### src/rtl/nn_pkg.sv
// Shared definitions for the autoencoder datapath.
//   - Word/index widths and the Q-format fraction used by every layer.
//   - Layer sequencer FSM state encoding.
//   - Base addresses of each layer block inside the weight ram.
//     A block holds d_out biases followed by d_out*d_in weights, row-major.
package nn_pkg;

    localparam int ADDR_W = 33;
    localparam int DATA_W = 16;
    localparam int DIM_W  = 10;
    localparam int FRAC   = 8;
    localparam int ACC_W  = 40;

    typedef enum logic [2:0] {
        S_IDLE,
        S_BIAS,
        S_MAC,
        S_DRAIN,
        S_EMIT,
        S_DONE
    } state_e;

    // Network shape 784-400-200-2-200-400-784.
    // w1 is placed where the weight image puts it; the later blocks follow
    // back to back using the bias+weight block size.
    localparam logic [ADDR_W-1:0] W0_BASE = 33'd0;       // 784 -> 400
    localparam logic [ADDR_W-1:0] W1_BASE = 33'd314384;  // 400 -> 200
    localparam logic [ADDR_W-1:0] W2_BASE = 33'd394584;  // 200 -> 2
    localparam logic [ADDR_W-1:0] W3_BASE = 33'd394986;  // 2   -> 200
    localparam logic [ADDR_W-1:0] W4_BASE = 33'd395586;  // 200 -> 400
    localparam logic [ADDR_W-1:0] W5_BASE = 33'd475986;  // 400 -> 784

    // Number of ram words occupied by one layer block.
    function automatic logic [ADDR_W-1:0] layer_words(input logic [DIM_W-1:0] din,
                                                     input logic [DIM_W-1:0] dout);
        return ADDR_W'(dout) + ADDR_W'(din) * ADDR_W'(dout);
    endfunction

endpackage

### src/rtl/fx_requant.sv
// Requantise a Q(ACC_W-FRAC).FRAC accumulator back to a DATA_W activation.
//   acc_i      : signed accumulator
//   relu_en_i  : clamp negative results to zero
//   res_o      : (acc_i >>> FRAC) saturated to the signed DATA_W range
// Purely combinational.
module fx_requant
    import nn_pkg::*;
(
    input  logic signed [ACC_W-1:0]  acc_i,
    input  logic                     relu_en_i,
    output logic        [DATA_W-1:0] res_o
);

    localparam logic signed [ACC_W-1:0] SAT_MAX =
        {{(ACC_W-DATA_W+1){1'b0}}, {(DATA_W-1){1'b1}}};
    localparam logic signed [ACC_W-1:0] SAT_MIN =
        {{(ACC_W-DATA_W+1){1'b1}}, {(DATA_W-1){1'b0}}};

    function automatic logic [DATA_W-1:0] saturate(input logic signed [ACC_W-1:0] v);
        if (v > SAT_MAX) begin
            return SAT_MAX[DATA_W-1:0];
        end else if (v < SAT_MIN) begin
            return SAT_MIN[DATA_W-1:0];
        end else begin
            return v[DATA_W-1:0];
        end
    endfunction

    function automatic logic [DATA_W-1:0] relu(input logic [DATA_W-1:0] v, input logic en);
        return (en && v[DATA_W-1]) ? '0 : v;
    endfunction

    logic signed [ACC_W-1:0] shifted;

    assign shifted = acc_i >>> FRAC;
    assign res_o   = relu(saturate(shifted), relu_en_i);

endmodule

### src/rtl/dense_layer_sequencer.sv
// Sequences one fully-connected layer: reads biases/weights from the weight
// ram, activations from the layer input buffer, multiply-accumulates in fixed
// point and streams one requantised result per output neuron.
// Ports:
//   clk, rst_n          clock, asynchronous active-low reset
//   start               begin a layer (only sampled while idle)
//   base_addr/d_in/d_out/relu_en  layer description, latched on start
//   busy, done          layer in progress / one-cycle completion pulse
//   ram_index/ram_write/ram_data  weight ram port (read only, 1-cycle latency)
//   act_addr/act_data   input buffer port (1-cycle latency)
//   out_valid/out_ready/out_idx/out_data  result stream
module dense_layer_sequencer
    import nn_pkg::*;
(
    input  logic              clk,
    input  logic              rst_n,
    input  logic              start,
    input  logic [ADDR_W-1:0] base_addr,
    input  logic [DIM_W-1:0]  d_in,
    input  logic [DIM_W-1:0]  d_out,
    input  logic              relu_en,
    output logic              busy,
    output logic              done,
    output logic [ADDR_W-1:0] ram_index,
    output logic              ram_write,
    input  logic [DATA_W-1:0] ram_data,
    output logic [DIM_W-1:0]  act_addr,
    input  logic [DATA_W-1:0] act_data,
    output logic              out_valid,
    input  logic              out_ready,
    output logic [DIM_W-1:0]  out_idx,
    output logic [DATA_W-1:0] out_data
);

    state_e state_q, state_d;

    logic [ADDR_W-1:0] base_q;
    logic [ADDR_W-1:0] wnext_q;
    logic [ADDR_W-1:0] addr_q;
    logic [ADDR_W-1:0] bias_addr_d;
    logic [DIM_W-1:0]  din_q, dout_q;
    logic [DIM_W-1:0]  j_q, k_q, k_d;
    logic [DIM_W-1:0]  act_addr_q, out_idx_q;
    logic [DATA_W-1:0] out_data_q, req_res;
    logic              relu_q, done_q;
    logic              empty_layer, mac_last, neuron_last;

    logic signed [2*DATA_W-1:0] w_ext, a_ext, prod;
    logic signed [ACC_W-1:0]    acc_q, acc_sum, bias_ext, prod_ext;

    assign empty_layer = (d_in == '0) || (d_out == '0);
    assign mac_last    = (k_q == din_q - DIM_W'(1));
    assign neuron_last = (j_q == dout_q - DIM_W'(1));

    // ram_data/act_data always refer to the addresses driven one cycle earlier
    assign w_ext    = {{DATA_W{ram_data[DATA_W-1]}}, ram_data};
    assign a_ext    = {{DATA_W{act_data[DATA_W-1]}}, act_data};
    assign prod     = w_ext * a_ext;
    assign prod_ext = {{(ACC_W-2*DATA_W){prod[2*DATA_W-1]}}, prod};
    assign bias_ext = {{(ACC_W-DATA_W){ram_data[DATA_W-1]}}, ram_data};
    assign acc_sum  = acc_q + prod_ext;

    fx_requant u_requant (
        .acc_i     (acc_sum),
        .relu_en_i (relu_q),
        .res_o     (req_res)
    );

    // ---- state register ----
    always_ff @(posedge clk or negedge rst_n) begin
        if (!rst_n) begin
            state_q <= S_IDLE;
        end else begin
            state_q <= state_d;
        end
    end

    // ---- next-state logic ----
    always_comb begin
        state_d = state_q;
        case (state_q)
            S_IDLE:  if (start) state_d = empty_layer ? S_DONE : S_BIAS;
            S_BIAS:  state_d = S_MAC;
            S_MAC:   if (mac_last) state_d = S_DRAIN;
            S_DRAIN: state_d = S_EMIT;
            S_EMIT:  if (out_ready) state_d = neuron_last ? S_DONE : S_BIAS;
            S_DONE:  state_d = S_IDLE;
            default: state_d = S_IDLE;
        endcase
    end

    // ---- outputs ----
    always_comb begin
        busy      = (state_q != S_IDLE);
        out_valid = (state_q == S_EMIT);
        done      = done_q;
        ram_write = 1'b0;
        ram_index = addr_q;
        act_addr  = act_addr_q;
        out_idx   = out_idx_q;
        out_data  = out_data_q;
    end

    // Entering BIAS from IDLE uses the live base_addr because base_q is being
    // loaded on the same edge.
    always_comb begin
        bias_addr_d = base_q + ADDR_W'(j_q) + ADDR_W'(1);
        if (state_q == S_IDLE) begin
            bias_addr_d = base_addr;
        end
        k_d = (state_q == S_MAC) ? k_q + DIM_W'(1) : '0;
    end

    // ---- address generation, accumulate, result capture ----
    always_ff @(posedge clk or negedge rst_n) begin
        if (!rst_n) begin
            base_q     <= '0;
            din_q      <= '0;
            dout_q     <= '0;
            relu_q     <= 1'b0;
            j_q        <= '0;
            k_q        <= '0;
            wnext_q    <= '0;
            addr_q     <= '0;
            act_addr_q <= '0;
            acc_q      <= '0;
            out_data_q <= '0;
            out_idx_q  <= '0;
            done_q     <= 1'b0;
        end else begin
            done_q <= (state_q == S_DONE);

            if (state_q == S_IDLE && start) begin
                base_q  <= base_addr;
                din_q   <= d_in;
                dout_q  <= d_out;
                relu_q  <= relu_en;
                j_q     <= '0;
                // weights of consecutive neurons are contiguous, so one
                // running pointer covers the whole layer
                wnext_q <= base_addr + ADDR_W'(d_out);
            end

            if (state_q == S_EMIT && out_ready && !neuron_last) begin
                j_q <= j_q + DIM_W'(1);
            end

            if (state_d == S_BIAS) begin
                addr_q <= bias_addr_d;
            end else if (state_d == S_MAC) begin
                addr_q     <= wnext_q;
                wnext_q    <= wnext_q + ADDR_W'(1);
                act_addr_q <= k_d;
                k_q        <= k_d;
            end

            // first MAC cycle sees the bias word; later ones see a product
            if (state_q == S_MAC) begin
                acc_q <= (k_q == '0) ? (bias_ext <<< FRAC) : acc_sum;
            end else if (state_q == S_DRAIN) begin
                acc_q      <= acc_sum;
                out_data_q <= req_res;
                out_idx_q  <= j_q;
            end
        end
    end

endmodule
### config.mk
export PLATFORM = sky130hd
export DESIGN_NAME = dense_layer_sequencer
export DESIGN_NICKNAME = d
export VERILOG_FILES = /design/src/rtl/nn_pkg.sv /design/src/rtl/fx_requant.sv /design/src/rtl/dense_layer_sequencer.sv
export SDC_FILE = /design/constraint.sdc
export NUM_CORES = 1
export LEC_CHECK = 0
export CAP_MARGIN = 20
export CORE_ASPECT_RATIO = 0.6
export CORE_UTILIZATION = 41
export DETAILED_ROUTE_END_ITERATION = 8
export GPL_TIMING_DRIVEN = 0
export PLACE_DENSITY = 0.64
export SYNTH_ARGS = -nofsm -noshare
export SYNTH_HDL_FRONTEND = slang
export SYNTH_SLANG_ARGS = --single-unit
### constraint.sdc
create_clock -name clk -period 12.8 [get_ports clk]
set_clock_uncertainty 0.2 [all_clocks]
set_input_delay 2.56 -clock clk [delete_from_list [all_inputs] [get_ports clk]]
set_output_delay 2.56 -clock clk [all_outputs]
set_load 0.01 [all_outputs]
==> results.json <==
{
  "worstMarginPinSlew_ns": 1.22,
  "post-route-period-util_pct": 91.5,
  "grt_first_pass_wirelength_mm": 132,
  "initial_core_util_pct": 42.0,
  "vias": 21870,
  "reg2reg_depth": 20,
  "firstDrtPassIters": 5,
  "syn2layout_area_growth_pct": 13.8,
  "clockRootBuffer": "clkbuf_16",
  "dr_wl_met2_mm": 32.9,
  "crit_top_cell": "fa_1",
  "clk-insertion-delay-late_ns": 0.55,
  "syn_avg_cell_area_um2": 8.78,
  "hold_path_class": "register to register",
  "slowest_delay_ns": 0.73,
  "drt_wl_total_mm": 85.5,
  "wl_per_cell_um": 22.0,
  "path_clk_slew_ns": 0.07,
  "async_flop_share_pct": 100,
  "cp_top_family": "adder cells",
  "drt_iter0_markers": 2289,
  "ios": 163,
  "cts_setup_buffers": 0,
  "drive_gt1_share_pct": 3.95,
  "clock_sinks": 210,
  "htree_levels": 1,
  "top_layer_used": "met4",
  "die_h_um": 194,
  "synth.distinct_cells": 90,
  "gp_congestion": 0.974,
  "crit_arrival_ns": 11.92,
  "mostFrequentLayoutCells": "nand2_1, inv_1, fa_1",
  "seq_area_frac_synth_pct": 20.9,
  "status": "completed",
  "ys.flop_type": "dfrtp_1",
  "core_um2": 59900,
  "slew_viol_final": 0,
  "slew_headroom_pct": 17.9,
  "grt_pass1_vias": 21611,
  "cts_tree": "done",
  "cts_buffers": 23,
  "dp.final_hpwl_mm": 70.5,
  "dr_wl_met3_mm": 9.84,
  "drtAntennaViolNets": 0,
  "fill_cells": 5867,
  "synth_edf_count": 0,
  "remaining_drc_errors": 0,
  "die_area_um2": 62400,
  "met1_length_mm": 41.7,
  "final_common_cell": "nand2_1",
  "min_period_ns": 11.72,
  "place_inst": 3841,
  "syn-num-nets": 3426,
  "place.port_buffers": 160,
  "dp_slack_ns": 0.767,
  "syn_area_um2": 25100,
  "cp-start-kind": "primary input",
  "rsz0062_at_grt": "false",
  "setup_viol_count_final": 0,
  "post_cts_resized": 0,
  "track_usage_pct": 27.7,
  "antenna_found_initial": 2,
  "min_from": "acc_q[7]$_DFFE_PN0P_",
  "path_buf_inv": 9,
  "cts_hold_buf": 0,
  "tns_ns": 0,
  "worstHoldPathCells": 2,
  "layout.cells.non_filler": 3885,
  "ys_ff_latch": 210,
  "cp.required_ns": 13.00,
  "crit_fanout": 10,
  "fin_nets": 3614,
  "grt_max_degree": 115,
  "clock.fmax_mhz": 85.3,
  "setup_ws_ns": 1.08,
  "path_class": "primary input to register",
  "cap_violations": 0,
  "slowest_stage": "a211oi_1",
  "ys_warn_count": 0,
  "timing.rr.start": "acc_q[23]$_DFFE_PN0P_",
  "rows": 69,
  "die_w_um": 322,
  "grt.overflow.total": 0,
  "hold_viol_final": 0,
  "holdPathEnd": "acc_q[7]$_DFFE_PN0P_",
  "rr_endpoint": "out_data[7]$_DFFE_PN0P_",
  "r2r_slack_ns": 5.39,
  "cp-end-kind": "register",
  "clock_path_buffers": 3,
  "vias_per_cell": 5.63,
  "synth_cells": 2863
}
-- cells by family after synthesis --
| logic type | after synthesis | share of synthesized area [%] |
|---|---|---|
| AOI/OAI and AO/OA | 495 | 13.6 |
| xor gates and xnor gates | 127 | 4.42 |
| adders and majority gates | 473 | 33.4 |
| buffers and inverters | 570 | 8.87 |
| DFF | 210 | 20.9 |
| muxes | 11 | 0.478 |
| other | 1 | 0.0149 |
| and+or+nand+nor | 976 | 18.2 |
-- area by class of cell --
type	count	area [µm²]	share of cell area [%]
multi-input cells	2083	17700	61.7
inverters	441	1660	5.78
well taps	816	1020	3.57
plain buffers	129	576	2.01
clock inverters	6	80.1	0.280
diodes	2	5.00	0.0175
repair buffers	163	1670	5.82
clock buffers	35	701	2.45
flip-flops and latches	210	5260	18.4
-- flip-flops by register name (all words and copies together) (netlist names) --
| name | count |
|---|---|
| acc_q | 40 |
| act_addr | 10 |
| base_q | 33 |
| din_q | 10 |
| done | 1 |
| dout_q | 10 |
| j_q | 10 |
| out_data | 16 |
| out_idx | 10 |
| ram_index | 33 |
| relu_q | 1 |
| state_q | 3 |
| wnext_q | 33 |
-- how the worst max path moves through the flow --
stage,startpoint,cells past startpoint,endpoint,slack [ns]
floorplan,ram_data[15],27,out_data[14]$_DFFE_PN0P_,3.12
global placement,rst_n,1,j_q[8]$_DFFE_PN0P_,-0.59
detailed placement,act_data[4],27,out_data[7]$_DFFE_PN0P_,0.77
CTS,act_data[4],27,out_data[7]$_DFFE_PN0P_,1.31
global route,act_data[4],27,out_data[6]$_DFFE_PN0P_,0.72
finish,act_data[4],27,out_data[7]$_DFFE_PN0P_,1.08
-- through the flow --
| stage | cell area [µm²] | hold slack (ns) | util (%) |
|---|---|---|---|
| floorplan | 25100 | 0.245 | - |
| global placement | 27800 | 0.270 | 46.3 |
| detailed placement | 27800 | 0.280 | 46.5 |
| CTS | 28600 | 0.295 | 47.8 |
| global route | 28600 | 0.317 | 47.8 |
| finish | 28600 | 0.292 | 47.8 |
-- cell usage after synthesis (7+ instances only) --
cell	count	area [µm²]
dfrtp_1	210	5260
inv_1	439	1650
o31ai_1	13	97.6
o211ai_1	19	143
a21o_1	33	248
and3_1	41	257
a221o_1	25	250
a31oi_1	14	87.6
o221ai_1	16	140
nor2b_1	8	50.1
o21a_1	9	67.6
fa_1	332	6650
and4_1	7	61.3
a211oi_1	33	248
nand2_1	445	1670
xor2_1	69	604
or3_1	21	131
nor2_1	150	563
nor3_1	40	200
and2_1	135	845
o21ai_0	114	571
nand4_1	16	100
clkbuf_1	96	360
o221ai_2	10	150
a32o_2	10	113
a21oi_1	113	566
nor4_1	11	68.8
xnor2_1	58	508
a211o_1	7	61.3
ha_1	141	1760
buf_2	10	50.1
nand3_1	60	300
buf_4	10	75.1
mux2_2	8	90.1
o21bai_1	11	82.6
nand2b_1	8	50.1
-- per-layer routing --
layer,GRT usage (%),vias up
met5,0,-
met1,45.3,11011
met4,3.67,0
li1,-,9702
met2,36.0,1071
met3,7.67,86
-- worst reg2reg max path, delay by kind of cell, from the launching register on --
family                   cells  cell delay, ns
flip-flops                   1            0.38
AND/OR/NAND/NOR              6            1.61
AO/OA/AOI/OAI                4            1.67
buffers and inverters        4            0.78
adder cells (fa/ha/maj)      6            2.63
Power is left out: the tool's default activity adds up to more than one toggle a clock period on the data nets, which glitch-free logic cannot reach.
